### src/rtl/icache_fill_responder_if.sv
// Bundle of icache miss/fill, L2 read and invalidate channels for icache_fill_responder.
// slave: the responder's view; master: the environment (icache + L2) view.
interface icache_fill_responder_if #(
  parameter int PA29_WIDTH = 29,
  parameter int PA28_WIDTH = 28
);
  logic                  req_valid;
  logic                  req_ready;
  logic [PA29_WIDTH-1:0] req_PA29;
  logic                  mem_req_valid;
  logic                  mem_req_ready;
  logic [PA28_WIDTH-1:0] mem_req_PA28;
  logic                  mem_resp_valid;
  logic [PA28_WIDTH-1:0] mem_resp_PA28;
  logic [511:0]          mem_resp_data512;
  logic                  inv_valid;
  logic [PA28_WIDTH-1:0] inv_PA28;
  logic                  resp_valid;
  logic                  resp_ready;
  logic [PA29_WIDTH-1:0] resp_PA29;
  logic [255:0]          resp_data256;
  logic                  resp_err;

  modport slave (
    input  req_valid, req_PA29, mem_req_ready, mem_resp_valid, mem_resp_PA28,
           mem_resp_data512, inv_valid, inv_PA28, resp_ready,
    output req_ready, mem_req_valid, mem_req_PA28, resp_valid, resp_PA29,
           resp_data256, resp_err
  );

  modport master (
    output req_valid, req_PA29, mem_req_ready, mem_resp_valid, mem_resp_PA28,
           mem_resp_data512, inv_valid, inv_PA28, resp_ready,
    input  req_ready, mem_req_valid, mem_req_PA28, resp_valid, resp_PA29,
           resp_data256, resp_err
  );
endinterface

### src/rtl/icache_fill_responder.sv
// Queues icache misses, reads 64B blocks from L2 one at a time, returns the demanded 32B half.
// Define ICACHE_FILL_SIBLING_PUSH_EN to also push the sibling half as an unsolicited fill.
module icache_fill_responder #(
  parameter int REQ_FIFO_DEPTH = 4,
  parameter int PA29_WIDTH     = 29,
  parameter int PA28_WIDTH     = 28
) (
  input logic CLK,
  input logic RST,
  icache_fill_responder_if.slave bus
);
  localparam int PTR_W = $clog2(REQ_FIFO_DEPTH);
  localparam int CNT_W = PTR_W + 1;
  localparam logic [PTR_W-1:0] PTR_ONE  = PTR_W'(1);
  localparam logic [CNT_W-1:0] CNT_FULL = CNT_W'(REQ_FIFO_DEPTH);
  localparam logic [CNT_W-1:0] CNT_ZERO = CNT_W'(0);

  typedef enum logic [2:0] {
    IDLE    = 3'd0,
    MEM_REQ = 3'd1,
    WAIT    = 3'd2,
    SEND    = 3'd3,
    SIBLING = 3'd4
  } state_t;

  function automatic logic [255:0] select_half(input logic [511:0] data, input logic upper);
    return upper ? data[511:256] : data[255:0];
  endfunction

  logic [PA29_WIDTH-1:0] fifo_mem_r [REQ_FIFO_DEPTH];
  logic [PTR_W-1:0]      wr_ptr_r;
  logic [PTR_W-1:0]      rd_ptr_r;
  logic [CNT_W-1:0]      count_r;
  logic [CNT_W-1:0]      count_next_s;
  logic                  req_ready_r;
  logic                  push_s;
  logic                  pop_s;

  logic [PA29_WIDTH-1:0] head_pa29_s;
  logic [PA28_WIDTH-1:0] head_pa28_s;
  logic                  head_upper_s;
  logic                  head_buf_hit_s;
  logic                  inv_buf_s;
  logic                  inv_head_s;

  state_t                state_r;
  logic                  mem_req_valid_r;
  logic [PA28_WIDTH-1:0] mem_req_pa28_r;
  logic                  resp_valid_r;
  logic [PA29_WIDTH-1:0] resp_pa29_r;
  logic [255:0]          resp_data_r;
  logic                  resp_err_r;
  logic                  buf_valid_r;
  logic [PA28_WIDTH-1:0] buf_pa28_r;
  logic [511:0]          buf_data_r;
  logic                  kill_r;

  assign push_s         = bus.req_valid && req_ready_r;
  assign pop_s          = (state_r == SEND) && bus.resp_ready;
  assign count_next_s   = count_r + CNT_W'(push_s) - CNT_W'(pop_s);
  assign head_pa29_s    = fifo_mem_r[rd_ptr_r];
  assign head_pa28_s    = head_pa29_s[PA29_WIDTH-1:1];
  assign head_upper_s   = head_pa29_s[0];
  assign head_buf_hit_s = buf_valid_r && (buf_pa28_r == head_pa28_s);
  assign inv_buf_s      = bus.inv_valid && (bus.inv_PA28 == buf_pa28_r);
  assign inv_head_s     = bus.inv_valid && (bus.inv_PA28 == head_pa28_s);

  assign bus.req_ready     = req_ready_r;
  assign bus.mem_req_valid = mem_req_valid_r;
  assign bus.mem_req_PA28  = mem_req_pa28_r;
  assign bus.resp_valid    = resp_valid_r;
  assign bus.resp_PA29     = resp_pa29_r;
  assign bus.resp_data256  = resp_data_r;
  assign bus.resp_err      = resp_err_r;

  // Request queue; req_ready is registered from the next occupancy so it reads 0 under reset.
  always_ff @(posedge CLK) begin
    if (RST) begin
      wr_ptr_r    <= {PTR_W{1'b0}};
      rd_ptr_r    <= {PTR_W{1'b0}};
      count_r     <= CNT_ZERO;
      req_ready_r <= 1'b0;
    end else begin
      if (push_s) begin
        fifo_mem_r[wr_ptr_r] <= bus.req_PA29;
        wr_ptr_r             <= wr_ptr_r + PTR_ONE;
      end
      if (pop_s) begin
        rd_ptr_r <= rd_ptr_r + PTR_ONE;
      end
      count_r     <= count_next_s;
      req_ready_r <= (count_next_s != CNT_FULL);
    end
  end

  // Fill FSM with block buffer; every output is loaded on the edge that enters its state.
  always_ff @(posedge CLK) begin
    if (RST) begin
      state_r         <= IDLE;
      mem_req_valid_r <= 1'b0;
      mem_req_pa28_r  <= {PA28_WIDTH{1'b0}};
      resp_valid_r    <= 1'b0;
      resp_pa29_r     <= {PA29_WIDTH{1'b0}};
      resp_data_r     <= 256'h0;
      resp_err_r      <= 1'b0;
      buf_valid_r     <= 1'b0;
      buf_pa28_r      <= {PA28_WIDTH{1'b0}};
      buf_data_r      <= 512'h0;
      kill_r          <= 1'b0;
    end else begin
      if (inv_buf_s) begin
        buf_valid_r <= 1'b0;
      end
      case (state_r)
        IDLE: begin
          if (count_r != CNT_ZERO) begin
            if (head_buf_hit_s) begin
              state_r      <= SEND;
              resp_valid_r <= 1'b1;
              resp_pa29_r  <= head_pa29_s;
              resp_data_r  <= select_half(buf_data_r, head_upper_s);
            end else begin
              state_r         <= MEM_REQ;
              mem_req_valid_r <= 1'b1;
              mem_req_pa28_r  <= head_pa28_s;
              kill_r          <= 1'b0;
            end
          end
        end
        MEM_REQ: begin
          if (bus.mem_req_ready) begin
            state_r         <= WAIT;
            mem_req_valid_r <= 1'b0;
          end
        end
        WAIT: begin
          if (bus.mem_resp_valid && (bus.mem_resp_PA28 == head_pa28_s)) begin
            // An invalidate seen while waiting still lets this fill through but leaves the buffer cold.
            buf_valid_r  <= !(kill_r || inv_head_s);
            buf_pa28_r   <= bus.mem_resp_PA28;
            buf_data_r   <= bus.mem_resp_data512;
            state_r      <= SEND;
            resp_valid_r <= 1'b1;
            resp_pa29_r  <= head_pa29_s;
            resp_data_r  <= select_half(bus.mem_resp_data512, head_upper_s);
          end else if (bus.mem_resp_valid) begin
            resp_err_r <= 1'b1;
          end else if (inv_head_s) begin
            kill_r <= 1'b1;
          end
        end
        SEND: begin
          if (bus.resp_ready) begin
`ifdef ICACHE_FILL_SIBLING_PUSH_EN
            if (head_buf_hit_s && !inv_buf_s) begin
              state_r     <= SIBLING;
              resp_pa29_r <= {head_pa28_s, ~head_upper_s};
              resp_data_r <= select_half(buf_data_r, ~head_upper_s);
            end else begin
              state_r      <= IDLE;
              resp_valid_r <= 1'b0;
            end
`else
            state_r      <= IDLE;
            resp_valid_r <= 1'b0;
`endif
          end
        end
        SIBLING: begin
          if (bus.resp_ready) begin
            state_r      <= IDLE;
            resp_valid_r <= 1'b0;
          end
        end
        default: begin
          state_r         <= IDLE;
          mem_req_valid_r <= 1'b0;
          resp_valid_r    <= 1'b0;
        end
      endcase
    end
  end
endmodule

### src/flat_wrapper.sv
// flat-port wrapper written by rule: the top's interface ports become plain ports
module icache_fill_responder_flat 
#(
  parameter int REQ_FIFO_DEPTH = 4,
  parameter int PA29_WIDTH     = 29,
  parameter int PA28_WIDTH     = 28
)
  (CLK, RST, bus_req_valid, bus_req_PA29, bus_mem_req_ready, bus_mem_resp_valid, bus_mem_resp_PA28, bus_mem_resp_data512, bus_inv_valid, bus_inv_PA28, bus_resp_ready, bus_req_ready, bus_mem_req_valid, bus_mem_req_PA28, bus_resp_valid, bus_resp_PA29, bus_resp_data256, bus_resp_err);
  icache_fill_responder_if #(.PA29_WIDTH(PA29_WIDTH), .PA28_WIDTH(PA28_WIDTH)) bus_i ();
  input logic CLK;
  input logic RST;
  input wire logic [$bits(bus_i.req_valid)-1:0] bus_req_valid;
  input wire logic [$bits(bus_i.req_PA29)-1:0] bus_req_PA29;
  input wire logic [$bits(bus_i.mem_req_ready)-1:0] bus_mem_req_ready;
  input wire logic [$bits(bus_i.mem_resp_valid)-1:0] bus_mem_resp_valid;
  input wire logic [$bits(bus_i.mem_resp_PA28)-1:0] bus_mem_resp_PA28;
  input wire logic [$bits(bus_i.mem_resp_data512)-1:0] bus_mem_resp_data512;
  input wire logic [$bits(bus_i.inv_valid)-1:0] bus_inv_valid;
  input wire logic [$bits(bus_i.inv_PA28)-1:0] bus_inv_PA28;
  input wire logic [$bits(bus_i.resp_ready)-1:0] bus_resp_ready;
  output wire logic [$bits(bus_i.req_ready)-1:0] bus_req_ready;
  output wire logic [$bits(bus_i.mem_req_valid)-1:0] bus_mem_req_valid;
  output wire logic [$bits(bus_i.mem_req_PA28)-1:0] bus_mem_req_PA28;
  output wire logic [$bits(bus_i.resp_valid)-1:0] bus_resp_valid;
  output wire logic [$bits(bus_i.resp_PA29)-1:0] bus_resp_PA29;
  output wire logic [$bits(bus_i.resp_data256)-1:0] bus_resp_data256;
  output wire logic [$bits(bus_i.resp_err)-1:0] bus_resp_err;
  assign bus_i.req_valid = bus_req_valid;
  assign bus_i.req_PA29 = bus_req_PA29;
  assign bus_i.mem_req_ready = bus_mem_req_ready;
  assign bus_i.mem_resp_valid = bus_mem_resp_valid;
  assign bus_i.mem_resp_PA28 = bus_mem_resp_PA28;
  assign bus_i.mem_resp_data512 = bus_mem_resp_data512;
  assign bus_i.inv_valid = bus_inv_valid;
  assign bus_i.inv_PA28 = bus_inv_PA28;
  assign bus_i.resp_ready = bus_resp_ready;
  assign bus_req_ready = bus_i.req_ready;
  assign bus_mem_req_valid = bus_i.mem_req_valid;
  assign bus_mem_req_PA28 = bus_i.mem_req_PA28;
  assign bus_resp_valid = bus_i.resp_valid;
  assign bus_resp_PA29 = bus_i.resp_PA29;
  assign bus_resp_data256 = bus_i.resp_data256;
  assign bus_resp_err = bus_i.resp_err;
  icache_fill_responder #(.REQ_FIFO_DEPTH(REQ_FIFO_DEPTH), .PA29_WIDTH(PA29_WIDTH), .PA28_WIDTH(PA28_WIDTH)) u_core (.CLK(CLK), .RST(RST), .bus(bus_i));
endmodule
### config.mk
export PLATFORM = sky130hd
export DESIGN_NAME = icache_fill_responder_flat
export DESIGN_NICKNAME = d
export VERILOG_FILES = /design/src/rtl/icache_fill_responder_if.sv /design/src/rtl/icache_fill_responder.sv /design/src/flat_wrapper.sv
export SDC_FILE = /design/constraint.sdc
export NUM_CORES = 2
export LEC_CHECK = 0
export CORE_AREA = 2 2 363 365
export CTS_BUF_LIST = sky130_fd_sc_hd__clkbuf_4
export CTS_CLUSTER_DIAMETER = 40
export DETAILED_ROUTE_END_ITERATION = 8
export DIE_AREA = 0 0 365 367
export SETUP_SLACK_MARGIN = 0.2
export SLEW_MARGIN = 0
export SYNTH_ARGS = -nofsm -noshare
export SYNTH_HDL_FRONTEND = slang
export SYNTH_SLANG_ARGS = --single-unit
export TNS_END_PERCENT = 1
### constraint.sdc
create_clock -name CLK -period 4.37 [get_ports CLK]
set_clock_uncertainty 0.1 [all_clocks]
set_input_delay 0.874 -clock CLK [delete_from_list [all_inputs] [get_ports CLK]]
set_output_delay 0.874 -clock CLK [all_outputs]
set_load 0.005 [all_outputs]
Word-level counts from Yosys, hierarchy flattened
Memory sizes are Yosys's and may differ from the RTL's. A register that Yosys moved wholly into a read port is not among the register bits.
Index checks and enable logic that the tools add are counted.
Word-level totals
  register bits after elaboration: 869
  latch bits: 0
  memory bits (writable): 116
  bits in read-only memories: 0
  input bits: 604
  output and inout bits: 317
  logic and storage cells: 102
  memories kept: 1
Memory list
  u_core.fifo_mem_r: words 4, bits a word 29, read ports 1, clocked after Yosys merged registers in 1, write ports 1, line icache_fill_responder.sv:30  | logic [PA29_WIDTH-1:0] fifo_mem_r [REQ_FIFO_DEPTH];
Operators by class
  $add $sub $neg: 4
  multipliers: 0
  divide/modulo/power cells: 0
  magnitude comparators: 0
  eq/ne operators: 18
  shift operators: 0
  mux-type cells: 39
  bitwise gates (word level): 4
  reductions and logical operators: 21
Operators with widths (number)
  2-to-1 mux 256 bit: 5
  one-hot mux 256 bit (2 select lines): 1
  == test 28 bit: 4
  2-to-1 mux 29 bit: 3
  one-hot mux 29 bit (2 select lines): 1
  2-to-1 mux 1 bit: 18
  2-to-1 mux 3 bit: 4
  one-hot mux 3 bit (4 select lines): 1
  AND reduction 4 bit: 3
  != test 2 x 1 -> 1 bit, second input constant: 5
  != test 2 bit, second input constant: 4
  == test 3 x 2 -> 1 bit, second input constant: 2
  logical AND 1 bit: 6
  2-to-1 mux 2 bit: 3
  AND reduction 3 bit: 2
  AND reduction 6 bit: 1
  AND reduction 5 bit: 1
  adder 2 x 1 -> 2 bit, second input constant: 2
  inverter 1 bit: 4
  one-hot mux 1 bit (4 select lines): 1
  adder 3 x 1 -> 3 bit: 1
  == test 3 x 1 -> 1 bit, second input constant: 1
  == test 3 bit, second input constant: 1
  logical NOT 3 bit: 1
  other kinds (11): 11

Logic depth before layout (Yosys ltp)
  depth after elaboration: 6
  depth in mapped cells: 15
  mapped depth without buffers: 11

Worst setup path before layout
Ideal clock, no wire load.
  path kind: flip-flop to flip-flop
  start point: register with a tool-made name
  end point: register u_core.state_r[0]
  setup time: 70 ps
  arrival: 3023 ps
  required time: 4200 ps
  setup slack: 1176 ps
  stages on the path, launching flop included: 12
  path buffers: 3
  clock period less this slack: 3194 ps
  cells stage by stage: dfxtp_1 buf_6 buf_6 mux4_2 xnor2_2 nand4_1 nor4_4 a31oi_2 buf_6 or3_4 or3_1 a21oi_1
RTL lines
  end signal: assignment: line icache_fill_responder.sv:99  | state_r <= IDLE;
  end signal: assignment: line icache_fill_responder.sv:118  | state_r <= SEND;
  end signal: assignment: line icache_fill_responder.sv:123  | state_r <= MEM_REQ;
  end: declaration: line icache_fill_responder.sv:46  | state_t state_r;

==> impl_results.md <==
* Status: completed
* Drt pass-1 iters at 6
* Crit-path max FO at 33
* Syn_area_per_cell at roughly 9.5 sq um
* Hold Violations, Final at 0
* Starting Density at approximately 33%
* Fmax at between 200 and 300 MHz
* I/O Pins at a little over 900
* Top_reg_cell synth: dfxtp_1
* Clk sinks at approximately 990
* CTS tree: done
* Max incr delay on CP at a little under 0.7 ns
* Storage cell area at around 21,000 sq um
* CP cell instances: buf_4 -> mux4_2 -> xnor2_1 -> nand4_1 -> nor3_4 -> nand2_1 -> nor2_4 -> buf_12 -> buf_4 -> nand2_1 -> a21oi_1
* Layout cells sized above 1 at 15.22%
* Hold crit path type: in2reg
* Final GP Congestion at just under 0.9
* Core area at ~130,000 sq um
* Post-DP HPWL at roughly 110,000 um
* Count leader, synth: nand2_1
* Die Area at 134,000 sq um
* Root Driver: clkbuf_4
* #FFs+latches synth at 986
* Warnings from Yosys at 0
* P per Cell Area at 383.2 nW/um^2
* Final setup fails at 0
* Post-synthesis async set-or-reset flop share at 0%
* Synth area leaders: dfxtp_1 41%, mux4_2 15%, a21oi_1 9.8%
* Multi-input gate area at between 20,000 and 25,000 sq um
* Final hold slack at around 0.12 ns
* First-pass GRT wire length at between 200,000 and 250,000 um
* WL final at ~160,000 um
* Drt drc at 0
* Logic pwr share at 19.5%
* Post-DR wirelength/cell at 21.33 um
* Fraction of power spent switching nets at between 20% and 30%
* Die Wd at 365 um
* Post-synthesis cell count at about 4,500
* Nature of the critical path startpoint: flip-flop
* Initial antenna violation count at 49
* Peak VDD IR at 0.0002837 V
* Max clock buf depth at 4
* Antenna-violating nets left at 0
* # rows at ~130
* P_leak at 0.01874 uW
* Rel. slew slack at around a third
* Unrepaired setup endpoints after global routing: false
* Final period util at 87.93%
* Reg clk slew, reported paths at approximately 0.060 ns
* Die H at roughly 370 um
* Post-synth EDFFs at approximately 120
* Clock latency on the worst-skew pair at between 1 and 1.5 ns
* Gr ovfl total at 0
* Cell taking the most area after synthesis: dfxtp_1
* MaxCap Viol Count at 0
* Post-Syn Area at around 43,000 sq um
* H-tree Lvls at 5
* Vias at a little under 40,000
* Worst-margin pin slew at 0.9721 ns
* Register area share after synthesis at roughly half
* FF-to-FF setup slack at approximately 0.53 ns
* Pint at 15,810 uW
* DR vias/cell at between 5 and 6
* Synth top cells by count: 1,093 x nand2_1, 870 x dfxtp_1, 837 x a21oi_1, 311 x clkbuf_1, 289 x nand3_1
* Vias in the first global route at 37,595
* Flop pwr share at between 40% and 50%
* Sw power at around 6400 uW
* Clock Power Share at a little under two fifths
* DRT iter0 DRCs at around 3,300
* Layout filler cell count at 12,629
* Num CTS Buffers at approximately 300
* Netlist cell types at 55
* Max Slew Vio Count at 0
* Largest net degree at the start of global routing at between 150 and 200
* GR Util All Layers at 22.70%
* Syn Nets at 5,127
* Crit path time final at just under 4 ns
* Worst Setup Path Type: reg2reg
* Setup Total Neg Slack at 0 ns
* Critical path's slowest cell: mux4_2
* Worst Path Arrival at ~4.8 ns
* Area Overhead vs Synth at 35.22%
* CP Data Required Time at 5.37 ns
* Synth top area share at between 40 and 50%
* Post-CTS Setup Inserts at 0
* Layout Nets at 6,087
* Endpoint class of the critical path: flip-flop
* IO buf count at between 900 and 1,000
[power by group through the flow]
stage	clock network [uW]	logic (uW)	registers (uW)
after global routing	9190	4580	9400
after global placement	0	4300	9590
final	8460	4320	9400
after detailed placement	0	4310	9600
after CTS	8690	4360	9400
after floorplan	0	2400	9570
[critical path: cells and delay by family (launching register included)]
kind	cells	cell delay, ns
flops	1	0.44
simple gates	5	1.07
compound gates	1	0.12
mux	1	0.69
xor+xnor	1	0.33
buf+inv	3	0.95
[sequential cells by signal (all words and copies together), names as in the netlist, 3 cells and up, named ones only]
name and flops:
u_core.fifo_mem_r 116, u_core.buf_pa28_r 28, u_core.bus.resp_PA29 29, u_core.count_r 3
u_core.buf_data_r 512, u_core.bus.resp_data256 256, u_core.bus.mem_req_PA28 28
[through the flow]
stage	area (sq um)	total power, uW	instances	utilization (%)	worst slack, ns
global route	57870	23170	7438	44.36	0.3339
global placement	54010	13890	6894	41.40	0.3401
floorplan	42800	11980	4511	-	1.176
finish	57880	22180	7441	44.36	0.5275
CTS	57770	22440	7400	44.28	0.3314
detailed placement	54010	13910	6894	41.40	0.3587
[layout make-up]
class | instances | area share [%]
Multi-Input combinational cell | 3098 | 34.82
Tap cell | 1755 | 3.794
Clock buffer | 420 | 5.448
Inverter | 14 | 0.09079
Timing Repair Buffer | 1075 | 19.09
Sequential cell | 986 | 36.12
Antenna cell | 41 | 0.1773
Clock inverter | 52 | 0.4518
[path summary, 6_finish.rpt]
check	from	to	cells past startpoint
min	bus_mem_resp_data512[71]	u_core.buf_data_r[71]	3
min reg2reg	u_core.buf_data_r[443]	u_core.buf_data_r[443]	2
max	flip-flop	u_core.buf_data_r[450]	11
max reg2reg	flip-flop	u_core.buf_data_r[450]	11
[repair_timing]
action	in CTS	in global routing
hold buffers	34	0
setup endpoints to repair	0	145
hold endpoints to repair	71	0
resized for setup	0	2
[metal layers]
layer | vias to the layer above | track usage [%] | share of wire, %
met5 | - | 0 | 0.12
met4 | 30 | 11.15 | 4.0
met3 | 385 | 6.729 | 7.5
met2 | 1459 | 37.44 | 49
met1 | 18817 | 26.81 | 39
li1 | 18003 | - | -
[cells in the final DEF (no fill, tap or decap), types with 4 or more instances in the layout]
cell type,n
edfxtp_1,116
a21oi_1,837
xnor2_1,79
nand3_1,289
clkinv_2,7
nor4_1,10
nor3_1,5
nand2_1,1092
buf_12,47
o21ai_0,282
dlygate4sd3_1,34
nor2b_1,5
or3_1,6
nor2_1,43
buf_4,74
clkinv_1,37
clkbuf_4,420
a31oi_1,4
ha_1,10
diode_2,41
nand4_1,20
xor2_1,32
and2_1,5
mux2i_1,50
clkdlybuf4s50_1,919
o21ai_1,5
dfxtp_1,868
inv_1,14
inv_2,5
mux4_2,284
[cell families (layout without fill, tap and decap cells)]
family	Yosys count	count (layout)	synth area share [%]
muxes	337	337	16.22
DFF	986	986	48.83
other	0	41	0
buffers and inverters	427	1561	4.271
adders and majority gates	12	12	0.3683
AOI/OAI and AO/OA	1148	1148	13.62
and+or+nand+nor	1489	1489	14.39
xor gates and xnor gates	112	112	2.309
Note: power is estimated with default switching activity, not from simulation.
